===== src/rtl/md_pkg.sv =====
// Shared encodings for the HI/LO multiply/divide path:
// sequencer states, op select and the funct codes the control unit decodes.
package md_pkg;

    typedef enum logic [2:0] {
        MD_IDLE = 3'd0,
        MD_RUN  = 3'd1,
        MD_FIN  = 3'd2,
        MD_DONE = 3'd3,
        MD_HOLD = 3'd4
    } md_state_t;

    localparam logic MD_OP_MULT = 1'b0;
    localparam logic MD_OP_DIV  = 1'b1;

    localparam logic [5:0] MD_FN_MFHI = 6'h10;
    localparam logic [5:0] MD_FN_MFLO = 6'h12;
    localparam logic [5:0] MD_FN_MULT = 6'h18;
    localparam logic [5:0] MD_FN_DIV  = 6'h1A;

endpackage


===== src/rtl/md_step.sv =====
// One radix-2 iteration: Booth multiply step or restoring divide step,
// chosen by op. Purely combinational.
module md_step
    import md_pkg::*;
#(
    parameter int WIDTH = 32
) (
    input  logic             i_op,
    input  logic [WIDTH:0]   i_acc,
    input  logic [WIDTH-1:0] i_lo,
    input  logic             i_q1,
    input  logic [WIDTH-1:0] i_opnd,
    output logic [WIDTH:0]   o_acc,
    output logic [WIDTH-1:0] o_lo,
    output logic             o_q1
);

    logic [WIDTH:0] w_m;
    logic [WIDTH:0] w_sum;
    logic [WIDTH:0] w_shl;
    logic [WIDTH:0] w_diff;

    assign w_m    = {i_opnd[WIDTH-1], i_opnd};
    assign w_shl  = {i_acc[WIDTH-1:0], i_lo[WIDTH-1]};
    assign w_diff = w_shl - {1'b0, i_opnd};

    always_comb begin
        w_sum = i_acc;
        unique case ({i_lo[0], i_q1})
            2'b01:   w_sum = i_acc + w_m;
            2'b10:   w_sum = i_acc - w_m;
            default: w_sum = i_acc;
        endcase
    end

    always_comb begin
        o_acc = {w_sum[WIDTH], w_sum[WIDTH:1]};
        o_lo  = {w_sum[0], i_lo[WIDTH-1:1]};
        o_q1  = i_lo[0];
        if (i_op == MD_OP_DIV) begin
            o_q1 = 1'b0;
            // Restore by simply keeping the shifted value when the trial goes negative
            if (!w_diff[WIDTH]) begin
                o_acc = w_diff;
                o_lo  = {i_lo[WIDTH-2:0], 1'b1};
            end else begin
                o_acc = w_shl;
                o_lo  = {i_lo[WIDTH-2:0], 1'b0};
            end
        end
    end

endmodule


===== src/rtl/mult_div_sequencer.sv =====
// Iterative signed mult/div for the HI/LO path: captures operands,
// runs WIDTH iterations, sign-corrects and pulses done.
module mult_div_sequencer
    import md_pkg::*;
#(
    parameter int WIDTH = 32
) (
    input  logic             clk,
    input  logic             reset,
    input  logic             start,
    input  logic             op,
    input  logic [WIDTH-1:0] a,
    input  logic [WIDTH-1:0] b,
    output logic             busy,
    output logic             done,
    output logic             div_zero,
    output logic [WIDTH-1:0] hi,
    output logic [WIDTH-1:0] lo
);

    localparam int CNT_W = $clog2(WIDTH);

    md_state_t        r_state;
    md_state_t        w_next;
    logic [CNT_W-1:0] r_cnt;
    logic             r_op;
    logic             r_sgn_a;
    logic             r_sgn_q;
    logic             r_dz;
    logic             r_q1;
    logic [WIDTH:0]   r_acc;
    logic [WIDTH-1:0] r_lo;
    logic [WIDTH-1:0] r_opnd;
    logic [WIDTH-1:0] r_hi_o;
    logic [WIDTH-1:0] r_lo_o;

    logic [WIDTH-1:0] w_abs_a;
    logic [WIDTH-1:0] w_abs_b;
    logic [WIDTH-1:0] w_quot;
    logic [WIDTH-1:0] w_rem;
    logic [WIDTH:0]   w_step_acc;
    logic [WIDTH-1:0] w_step_lo;
    logic             w_step_q1;
    logic             w_last;
    logic             w_b_zero;

    assign w_abs_a  = a[WIDTH-1] ? -a : a;
    assign w_abs_b  = b[WIDTH-1] ? -b : b;
    assign w_quot   = r_sgn_q ? -r_lo : r_lo;
    assign w_rem    = r_sgn_a ? -r_acc[WIDTH-1:0] : r_acc[WIDTH-1:0];
    assign w_last   = (r_cnt == CNT_W'(WIDTH - 1));
    assign w_b_zero = (b == '0);
    assign hi       = r_hi_o;
    assign lo       = r_lo_o;

    md_step #(
        .WIDTH (WIDTH)
    ) u_step (
        .i_op   (r_op),
        .i_acc  (r_acc),
        .i_lo   (r_lo),
        .i_q1   (r_q1),
        .i_opnd (r_opnd),
        .o_acc  (w_step_acc),
        .o_lo   (w_step_lo),
        .o_q1   (w_step_q1)
    );

    always_ff @(posedge clk or posedge reset) begin
        if (reset) r_state <= MD_IDLE;
        else       r_state <= w_next;
    end

    always_comb begin
        w_next   = r_state;
        busy     = 1'b0;
        done     = 1'b0;
        div_zero = 1'b0;
        unique case (r_state)
            MD_IDLE: begin
                if (start)
                    w_next = (op == MD_OP_DIV && w_b_zero) ? MD_DONE : MD_RUN;
            end
            MD_RUN: begin
                busy = 1'b1;
                if (w_last) w_next = MD_FIN;
            end
            MD_FIN: begin
                busy   = 1'b1;
                w_next = MD_DONE;
            end
            MD_DONE: begin
                done     = 1'b1;
                div_zero = r_dz;
                w_next   = MD_HOLD;
            end
            MD_HOLD: begin
                // start is still high from the control unit's wait state
                if (!start) w_next = MD_IDLE;
            end
            default: w_next = MD_IDLE;
        endcase
    end

    always_ff @(posedge clk or posedge reset) begin
        if (reset) begin
            r_cnt   <= '0;
            r_op    <= MD_OP_MULT;
            r_sgn_a <= 1'b0;
            r_sgn_q <= 1'b0;
            r_dz    <= 1'b0;
            r_q1    <= 1'b0;
            r_acc   <= '0;
            r_lo    <= '0;
            r_opnd  <= '0;
            r_hi_o  <= '0;
            r_lo_o  <= '0;
        end else begin
            case (r_state)
                MD_IDLE: begin
                    if (start) begin
                        r_op  <= op;
                        r_cnt <= '0;
                        r_acc <= '0;
                        r_q1  <= 1'b0;
                        if (op == MD_OP_DIV) begin
                            r_lo    <= w_abs_a;
                            r_opnd  <= w_abs_b;
                            r_sgn_a <= a[WIDTH-1];
                            r_sgn_q <= a[WIDTH-1] ^ b[WIDTH-1];
                            r_dz    <= w_b_zero;
                        end else begin
                            r_lo    <= b;
                            r_opnd  <= a;
                            r_sgn_a <= 1'b0;
                            r_sgn_q <= 1'b0;
                            r_dz    <= 1'b0;
                        end
                    end
                end
                MD_RUN: begin
                    r_acc <= w_step_acc;
                    r_lo  <= w_step_lo;
                    r_q1  <= w_step_q1;
                    r_cnt <= r_cnt + CNT_W'(1);
                end
                MD_FIN: begin
                    if (r_op == MD_OP_DIV) begin
                        r_hi_o <= w_rem;
                        r_lo_o <= w_quot;
                    end else begin
                        r_hi_o <= r_acc[WIDTH-1:0];
                        r_lo_o <= r_lo;
                    end
                end
                default: ;
            endcase
        end
    end

endmodule


===== config.mk =====
export PLATFORM = sky130hd
export DESIGN_NAME = mult_div_sequencer
export DESIGN_NICKNAME = d
export VERILOG_FILES = /design/src/rtl/md_pkg.sv /design/src/rtl/md_step.sv /design/src/rtl/mult_div_sequencer.sv
export SDC_FILE = /design/constraint.sdc
export NUM_CORES = 1
export LEC_CHECK = 0
export CAP_MARGIN = 20
export CORE_ASPECT_RATIO = 0.7
export CORE_MARGIN = 4
export CORE_UTILIZATION = 45
export DETAILED_ROUTE_END_ITERATION = 10
export MAX_ROUTING_LAYER = met4
export PLACE_DENSITY = 0.68
export SETUP_SLACK_MARGIN = 0.5
export SYNTH_ARGS = -nofsm -noshare
export SYNTH_HDL_FRONTEND = slang
export SYNTH_SLANG_ARGS = --single-unit

===== constraint.sdc =====
create_clock -name clk -period 6.7 [get_ports clk]
set_input_delay 1.34 -clock clk [delete_from_list [all_inputs] [get_ports clk]]
set_output_delay 1.34 -clock clk [all_outputs]
set_load 0.01 [all_outputs]

Word level (Yosys, flattened, before mapping)
Cells that the tools add are included.
{"block": "classes", "n_addsub": 8, "bitwise": 1, "eq_ne": 10, "n_reduce_logical": 8, "n_mux": 33}
{"operator": "two-way mux 32 bit", "n": 10}
{"operator": "one-hot mux 33 bit (2 select lines)", "n": 2}
{"operator": "negator 32 bit", "n": 4}
{"operator": "two-way mux 33 bit", "n": 3}
{"operator": "one-hot mux 32 bit (2 select lines)", "n": 1}
{"operator": "adder 33 bit", "n": 1}
{"operator": "subtractor 33 x 32 -> 33 bit", "n": 1}
{"operator": "subtractor 33 bit", "n": 1}
{"operator": "zero test 32 bit", "n": 1}
{"operator": "one-hot mux 3 bit (5 select lines)", "n": 1}
{"operator": "one-hot mux 5 bit (2 select lines)", "n": 1}
{"operator": "two-way mux 1 bit", "n": 9}
{"operator": "two-way mux 3 bit", "n": 3}
{"operator": "equality test 3 x 2 -> 1 bit (second input constant)", "n": 2}
{"operator": "inequality test 2 bit (second input constant)", "n": 3}
{"operator": "adder 5 x 1 -> 5 bit (second input constant)", "n": 1}
{"operator": "equality test 5 bit (second input constant)", "n": 1}
{"operator": "two-way mux 5 bit", "n": 1}
{"operator": "AND reduction 2 bit", "n": 2}
{"operator": "equality test 3 x 1 -> 1 bit (second input constant)", "n": 1}
{"operator": "equality test 3 bit (second input constant)", "n": 1}
{"operator": "zero test 3 bit", "n": 1}
{"operator": "AND reduction 3 bit", "n": 1}
{"operator": "equality test 2 x 1 -> 1 bit (second input constant)", "n": 1}
{"operator": "7 further kinds", "n": 7}
{"block": "word_totals", "wordCells": 72, "ff_bits": 174, "input_bits": 68, "output_inout_bits": 67}

Longest topological paths before layout
{"block": "logic_depth", "depth_word": 5, "mapped_depth": 20, "mapped_depth_nobuf": 19}

Modules after synthesis
Synthesis repeated with hierarchy kept, for this count alone.
{"block": "hier_totals", "hier_cells": 1904, "hier_area_um2": 15372.2}
{"mod": "mult_div_sequencer", "cells_each": 1081, "instances": 1, "seq_area_each_um2": 4354.2, "area_per_inst_um2": 9844.4}
{"mod": "md_step", "cells_each": 823, "instances": 1, "seq_area_each_um2": 0.0, "area_per_inst_um2": 5527.8}

Worst setup path after synthesis
No wires, ideal clock.
{"block": "synth_path", "kind": "reg-to-reg", "start": "register r_q1", "end": "register r_acc[29]", "setup_time_ns": 0.122, "stages_incl_launch_ff": 17, "n_path_buf": 2, "setup_slack_ns": 2.615, "required_time_ns": 6.578, "arrival_time_ns": 3.963, "synth_period_minus_slack_ns": 4.085, "cell_sequence": "dfrtp_1 inv_1 ha_1 clkbuf_1 clkbuf_1 a31oi_1 xnor2_1 ha_1 a21o_1 a41o_1 a211o_1 or3b_4 a311oi_4 o21ai_1 and3_1 or4_1 a32o_1"}
{"block": "synth_between", "elab_chain_cells": 4}
{"element": "start, declared", "line_no": "mult_div_sequencer.sv:30", "text": "logic r_q1;"}
{"element": "start signal, assigned", "line_no": "mult_div_sequencer.sv:144", "text": "r_q1 <= w_step_q1;"}
{"element": "equality test 2 bit / equality test 2 x 1 -> 1 bit (equally long branches)", "line_no": "md_step.sv:29", "text": "unique case ({i_lo[0], i_q1})"}
{"element": "one-hot mux 33 bit (2 select lines) (*)", "line_no": "md_step.sv:29"}
{"element": "two-way mux 33 bit (*)", "line_no": "md_step.sv:40", "text": "if (i_op == MD_OP_DIV) begin"}
{"element": "one-hot mux 33 bit (2 select lines) (*)", "line_no": "mult_div_sequencer.sv:119", "text": "case (r_state)"}
{"element": "end signal, assigned", "line_no": "mult_div_sequencer.sv:142", "text": "r_acc <= w_step_acc;"}
{"element": "end, declared", "line_no": "mult_div_sequencer.sv:31", "text": "logic [WIDTH:0] r_acc;"}
Mark *: on every way between the ends. The rest lies on a longest branch, timed or not.
A chain may end at the register's enable or synchronous reset.

Worst setup path in the final report
{"block": "layout_path", "start": "register r_lo[31]", "end": "register r_acc[26]"}
{"block": "layout_between", "elab_chain_cells": 4}
{"element": "start, declared", "line_no": "mult_div_sequencer.sv:32", "text": "logic [WIDTH-1:0] r_lo;"}
{"element": "start signal, assigned", "line_no": "mult_div_sequencer.sv:127", "text": "r_lo <= w_abs_a;"}
{"element": "start signal, assigned", "line_no": "mult_div_sequencer.sv:143", "text": "r_lo <= w_step_lo;"}
{"element": "subtractor 33 x 32 -> 33 bit", "line_no": "md_step.sv:25", "text": "assign w_diff = w_shl - {1'b0, i_opnd};"}
{"element": "two-way mux 33 bit", "line_no": "md_step.sv:43", "text": "if (!w_diff[WIDTH]) begin"}
{"element": "two-way mux 33 bit", "line_no": "md_step.sv:40"}
{"element": "one-hot mux 33 bit (2 select lines)", "line_no": "mult_div_sequencer.sv:119"}
Every way passes these cells.

==> out/results.md <==
Floorplanning
• area inside the core boundary: 32300 µm²
• Boundary Pins: 135
• Die X: 224 µm
• chip height: 159 µm
• Row Count: 55
• overall die area: 35700 µm²
• initial core utilization: 45.6%

Synthesis
• post-synthesis sequential area ratio: 29.6%
• Main synth FF type: dfrtp_1
• proportion of synthesized flip-flops having asynchronous set or reset: 100%
• Post-synth EDFFs: 0
• portion of synthesized cell area occupied by the leading cell type: 29.6%
• number of distinct library cells after synthesis: 71
• Yosys Warn Count: 0
• post-synth design cell area: 14700 µm²
• synthesized flop and latch total: 174
• synthesized netlist cell count: 1840
• Syn Area/Cell: 8.00 µm²
• number of nets in the synthesized netlist: 1983
• cell taking the most area after synthesis: dfrtp_1
• cell types with the largest area share after synthesis: dfrtp_1, o21ai_0, ha_1, xor2_1, nand2_1

Critical path
• buffers plus inverters on the worst setup path: 3
• cells along the critical path: inv_1, ha_1, inv_1, fa_1, a21o_1, o2bb2ai_1, a211oi_1, a211oi_1, o211a_1, a221oi_1, o21ai_0, ha_1, inv_1, nor3_1, nor2_1, o41ai_1
• path type of the worst setup path: flip-flop to flip-flop
• delay of the slowest cell on the worst path: 0.84 ns
• Worst Path Arrival: 5.41 ns
• Required @ worst endpoint: 7.05 ns
• kind of end point of the critical path: flip-flop
• slowest stage cell, crit path: ha_1
• top fanout value on the critical path: 18
• crit-path most repeated cell: inv_1
• crit start category: flip-flop
• crit-path leading delay family: compound AO/OA/AOI/OAI gates

Detailed routing
• number of iterations in the first detailed-routing pass: 6
• drt initial violations: 1650
• number of design rule violations left after detail routing: 0
• number of routed nets with antenna violations: 0
• average wire per cell in the routed design: 21.9 µm
• post-DR vias/cell: 6.23
• number of vias in the routed layout: 14600
• total wirelength of the detailed-routed design: 51300 µm

Timing
• Finish-stage setup viols: 0
• Setup Total Neg Slack: 0 ns
• period utilization: 75.5%
• Final min period: 5.06 ns
• final hold vios: 0
• RSZ-0062 raised after global routing: false
• Layout Skew: 0.0103 ns
• max-slew violations: 0
• Max Clock Freq: 0.198 GHz
• transition time at the pin with the least slew margin: 1.06 ns
• Worst slew margin: 29.3%

Clock network
• count of hold buffers inserted by post-cts repair: 0
• TritonCTS clock tree: done
• Resized cells post-CTS: 0
• Clock Sink Count: 174
• Clock Pin Slew Worst Setup and Hold Paths: 0.08 ns
• Post CTS Setup Buffer Count: 0
• TritonCTS Buffers: 17
• number of buffers on the longest clock path: 2
• count of H-tree levels built during CTS: 4
• clock insertion delay at the later pin of the skew report: 0.46 ns
• cell chosen for the clock root: clkbuf_16

Status
• outcome: completed

Job
• number of violations of the max-capacitance limit: 0

Global routing
• number of antenna violations at the first check in global routing: 0
• via count of the first global-routing pass: 13300
• grt total ovfl: 0
• wire length of the first global-routing pass: 78500 µm
• Total Routing Usage GR: 28.7%
• largest net degree at the start of global routing: 126

Pwr
• overall power of the completed layout: 11000 µW
• leakage power figure: 0.00696 µW
• total power per unit cell area: 651 nW/µm²
• maximum vdd ir drop: 333 µV

Layout
• core occupancy in the finished layout: 52.6%
• multi-input logic area: 9710 µm²
• FILL cells: 3093
• n_diodes: 0
• register area: 4360 µm²
• Area growth syn-to-layout: 15.3%
• layout cells sized above 1: 4.81%
• total number of nets in the final design: 2043

Place
• final weighted congestion in routability-driven placement: 0.958
• IO Port Bufs: 134
• HPWL after detailed placement: 39100 µm

Min path
• kind of path behind the tightest hold check: flip-flop to flip-flop

-- cell usage after synthesis, drive strengths merged (25+ instances only) --
| cell | number |
|---|---|
| dfrtp | 174 |
| nor3 | 31 |
| nand3 | 36 |
| a31oi | 29 |
| o31ai | 28 |
| o211ai | 36 |
| clkbuf | 91 |
| a21oi | 129 |
| nand2 | 227 |
| a211oi | 25 |
| ha | 73 |
| nor2 | 113 |
| inv | 72 |
| o21ai | 222 |
| mux2i | 43 |
| xnor2 | 92 |
| xor2 | 104 |
-- layout make-up --
type	instances	area share (%)
Multi-Input combinational cell	1485	57.2
Sequential cell	174	25.7
Timing Repair Buffer	150	8.66
Tap cell	427	3.15
Clock buffer	17	2.51
Inverter	72	1.62
Clock inverter	15	1.22
-- registers in the layout, indices dropped and copies added, names as in the netlist --
register and count:
hi 32, r_cnt 5, r_sgn_a 1, r_acc 33, r_sgn_q 1, r_state 3, r_op 1, r_lo 32
r_opnd 32, lo 32, r_q1 1, r_dz 1
-- cells by family (layout without fill, tap and decap cells) --
group	after synthesis	in the layout	share of synthesized area, %
fa+ha+maj	75	75	6.48
xor+xnor	196	196	11.7
simple gates	551	551	17.7
mux	54	54	3.77
buf+inv	181	254	4.62
flops	174	174	29.6
compound gates	609	609	26.2
-- final timing paths --
| check | startpoint | endpoint | slack (ns) | cells after the start |
|---|---|---|---|---|
| worst max-delay path | r_lo[31] | r_acc[26] | 1.64 | 16 |
| worst min-delay path | hi[3] | hi[3] | 0.48 | 2 |
| worst max register to register | r_lo[31] | r_acc[26] | 1.64 | 16 |
| worst min register to register | hi[3] | hi[3] | 0.48 | 2 |
| max in group asynchronous | reset | r_op | 4.00 | 3 |
| min in group asynchronous | reset | lo[12] | 1.44 | 2 |
-- cell usage in the layout, fill, tap and decap left out, types with 10 or more instances in the layout --
master	count
nand2_1	227
o21ai_0	219
dfrtp_1	173
clkdlybuf4s50_1	133
a21oi_1	129
nor2_1	110
xor2_1	104
xnor2_1	92
ha_1	73
inv_1	71
mux2i_1	43
nand3_1	36
o211ai_1	36
nor3_1	31
a31oi_1	29
o31ai_1	27
a211oi_1	25
a21o_1	24
nand2b_1	20
o221ai_1	19
or4_1	17
o41ai_1	17
clkbuf_16	17
nor4_1	16
buf_4	15
or3_1	13
and3_1	12
and2_1	12
mux2_2	11
nand4_1	10
-- worst reg2reg max path, stage by stage (launching register included) --
cell and delay, ns:
dfrtp_1 0.45, inv_1 0.08, ha_1 0.16, inv_1 0.05
fa_1 0.40, a21o_1 0.19, o2bb2ai_1 0.14, a211oi_1 0.36
a211oi_1 0.20, o211a_1 0.30, a221oi_1 0.41, o21ai_0 0.16
ha_1 0.84, inv_1 0.33, nor3_1 0.42, nor2_1 0.09
o41ai_1 0.34
-- stage by stage --
step | instances | hold WS, ns | cell area [µm²] | worst slack [ns]
floorplan | 1840 | 0.449 | 14700 | 0.643
detailed placement | 2307 | 0.470 | 16300 | 1.81
CTS | 2339 | 0.489 | 17000 | 1.78
finish | 2340 | 0.483 | 17000 | 1.64
global route | 2340 | 0.501 | 17000 | 1.32
global placement | 2307 | 0.461 | 16300 | 1.97
-- metal layers --
layer / global-route usage [%] / wire, µm / up-vias
met3: 8.96 / 6420 / 52
met1: 43.6 / 24100 / 6960
met5: - / 0 / -
met2: 36.3 / 19900 / 769
li1: - / - / 6805
met4: 7.03 / 965 / 0
-- power breakdown --
part	leakage (µW)	internal, µW	switching (µW)
Sequential	0.00208	1440	777
Combinational	0.00459	3160	4610
Clock	0.000303	514	540
No activity file was read; power rests on OpenSTA's default activity.
==> RTL edit, RTL diff (same settings) <==
Encoding of `md_state_t`: now one-hot (5 bits for 5 states).
--- a/src/rtl/md_pkg.sv
+++ b/src/rtl/md_pkg.sv
@@ -3,10 +3,10 @@
 package md_pkg;
 
-    typedef enum logic [2:0] {
-        MD_IDLE = 3'd0,
-        MD_RUN  = 3'd1,
-        MD_FIN  = 3'd2,
-        MD_DONE = 3'd3,
-        MD_HOLD = 3'd4
+    typedef enum logic [4:0] {
+        MD_IDLE = 5'b00001,
+        MD_RUN  = 5'b00010,
+        MD_FIN  = 5'b00100,
+        MD_DONE = 5'b01000,
+        MD_HOLD = 5'b10000
     } md_state_t;
 
Formal check against the unedited RTL: same outputs for any inputs over 10 cycles, from zero or initial values and one cycle with reset high; not proved beyond that.
==> RTL edit against the unedited design <==
- combinational power decreased by 10%
- synthesized area grew 1.4%
- power shrank 7.4%
- cell area up 1.4%
- sequential cell count grew 2
- wire length down 0.15%
- worst setup slack gained 33 ps
- critical path depth up 1
- first-iteration DRC count grew 7.5%
- sequential share of layout area down 0.051 points
- hold slack worse by 5.2 ps
- fmax grew 0.66%
- critical path type unchanged
- largest cell class unchanged
==> RTL edit: results (changes against the unedited design) <==
CTS
  – Longest Clk Path Bufs: 2 (unchanged)
  – Setup repair bufs after CTS: 0 (unchanged)
  – Root Driver: clkbuf_16
  – CTS H-tree depth: 4 (unchanged)

GRT
  – Largest net degree at the start of global routing: 83 (-34%)
  – First-pass GRT wire length: 79.7 mm (+1.5%)
  – Antenna violations before repair: 4 (+4)
  – Vias in the first global route: 13400 (+0.60%)
  – Total track usage: 28.6% (-0.096 points)

Detailed routing
  – Drt first pass iters: 6 (unchanged)
  – Drt first-iter violations: 1773 (+7.5%)
  – Via count: 14800 (+1.2%)
  – WL/cell: 21.3 µm (-2.7%)

Yosys
  – Syn Nets: 2035 (+2.6%)
  – Synth cell types: 73 (+2.8%)
  – Seq/Total Area, Yosys: 29.5% (-0.056 points)
  – Number of synthesis warnings: 0 (unchanged)
  – Synth top area cells: dfrtp_1, o21ai_0, nand2_1
  – Synth cell count leaders: nand2_1, o21ai_0, dfrtp_1

Layout
  – Layout cells sized above 1: 4.26% (-0.55 points)
  – Fill cells: 3102 (+0.29%)
  – Max reg flops: 33 (unchanged)
  – Most flop-heavy register: r_acc
  – Nets: 2101 (+2.8%)

Place
  – Hpwl dp: 39.0 mm (-0.39%)
  – Buffers on Ports: 134 (unchanged)
  – RD Place Congestion: 1.06 (+10%)

Power and ir drop
  – Sw Share: 52.3% (-1.4 points)
  – VDD IR max: 0.285 mV (-14%)
  – Logic power comb: 6970 µW (-10%)
  – LEAKAGE: 0.00727 µW (+4.4%)
  – Sequential Power Share: 21.6% (+1.5 points)

Setup path
  – Setup crit start kind: register
  – Largest delay contributor family on the critical path: simple AND/OR/NAND/NOR gates
  – Slowest CP cell: nor4b_1
  – Crit path largest cell delay: 770 ps (-70 ps)
  – Worst-path maximum fanout: 7 (-11)

STA
  – Rel. slew slack: 29.3% (about the same)
  – Setup_tns: 0 ps (unchanged)
  – Clk_skew: 11.9 ps (+1.59 ps)

Worst hold path
  – Worst min path class: register to register

Run status
  – Status: complete, no violations

Die
  – Die W: 226 µm (+0.66%)
==> RTL edit: cell count changes after synthesis, sizes merged, moves of 10 or more <==
cell    change
a21oi      -18
nand2      +37
o211ai     -17
o21ai      +34
o21bai     +12
o221ai     +10
==> RTL edit: metal layers <==
layer	up-vias	track usage (%)	part of all wire (%)
met5	-	-	0
met4	0	4.45	1.0
met3	40	6.36	9.7
met2	652	38.4	41
met1	7104	44.3	49
li1	6966	-	-
==> RTL edit: worst register-to-register path, cell delays in order, from the launching register on <==
cell and delay [ps]:
dfrtp_1 400, inv_1 160, ha_1 190, nor3b_1 430, nand2_1 170, nor3_1 380
nor4b_1 770, a31oi_1 210, xnor2_1 170, ha_1 390, a21o_1 200, a21o_1 200
a2111oi_0 390, o21bai_1 130, a31oi_1 230, xnor2_1 150, o221ai_1 160, o21ai_0 210
==> RTL edit: per-stage QoR <==
stage | power (µW) | setup slack (ps) | instance area [µm²] | instances
after floorplan | 6820 | 588 | 14900 | 1892
after global placement | 8950 | 1810 | 16600 | 2365
after detailed placement | 9000 | 1740 | 16600 | 2365
after CTS | 10100 | 1680 | 17200 | 2397
after global routing | 11000 | 889 | 17200 | 2401
final | 10200 | 1680 | 17200 | 2401
==> RTL edit: final cells by class <==
type,instances,area [µm²],share of cell area (%)
Multi-Input combinational cell,1531,9840,57.2
Sequential cell,176,4410,25.6
Timing Repair Buffer,159,1550,8.98
Tap cell,427,534,3.10
Clock buffer,19,443,2.57
Inverter,73,279,1.62
Clock inverter,13,151,0.879
Antenna cell,3,7.51,0.0436
==> RTL edit: worst paths after layout <==
kind | slack (ps) | start | depth (start not counted) | to
worst min register to register | 480 | hi[2]$_DFFE_PP0P_ | 2 | hi[2]$_DFFE_PP0P_
worst max-delay path | 1680 | r_opnd[1]$_DFFE_PP0P_ | 17 | r_acc[32]$_DFFE_PP0P_
max in group asynchronous | 3950 | reset | 3 | r_op$_DFFE_PP0P_
worst max register to register | 1680 | r_opnd[1]$_DFFE_PP0P_ | 17 | r_acc[32]$_DFFE_PP0P_
min in group asynchronous | 1390 | reset | 2 | lo[27]$_DFFE_PP0P_
worst min-delay path | 480 | hi[2]$_DFFE_PP0P_ | 2 | hi[2]$_DFFE_PP0P_
==> RTL edit: kinds of logic after synthesis <==
group           Yosys count  share of synthesized area, %
simple gates            586                          18.4
mux                      55                          3.72
fa+ha+maj                75                          6.39
buf+inv                 185                          4.67
flops                   176                          29.5
xor+xnor                198                          11.6
compound gates          617                          25.7
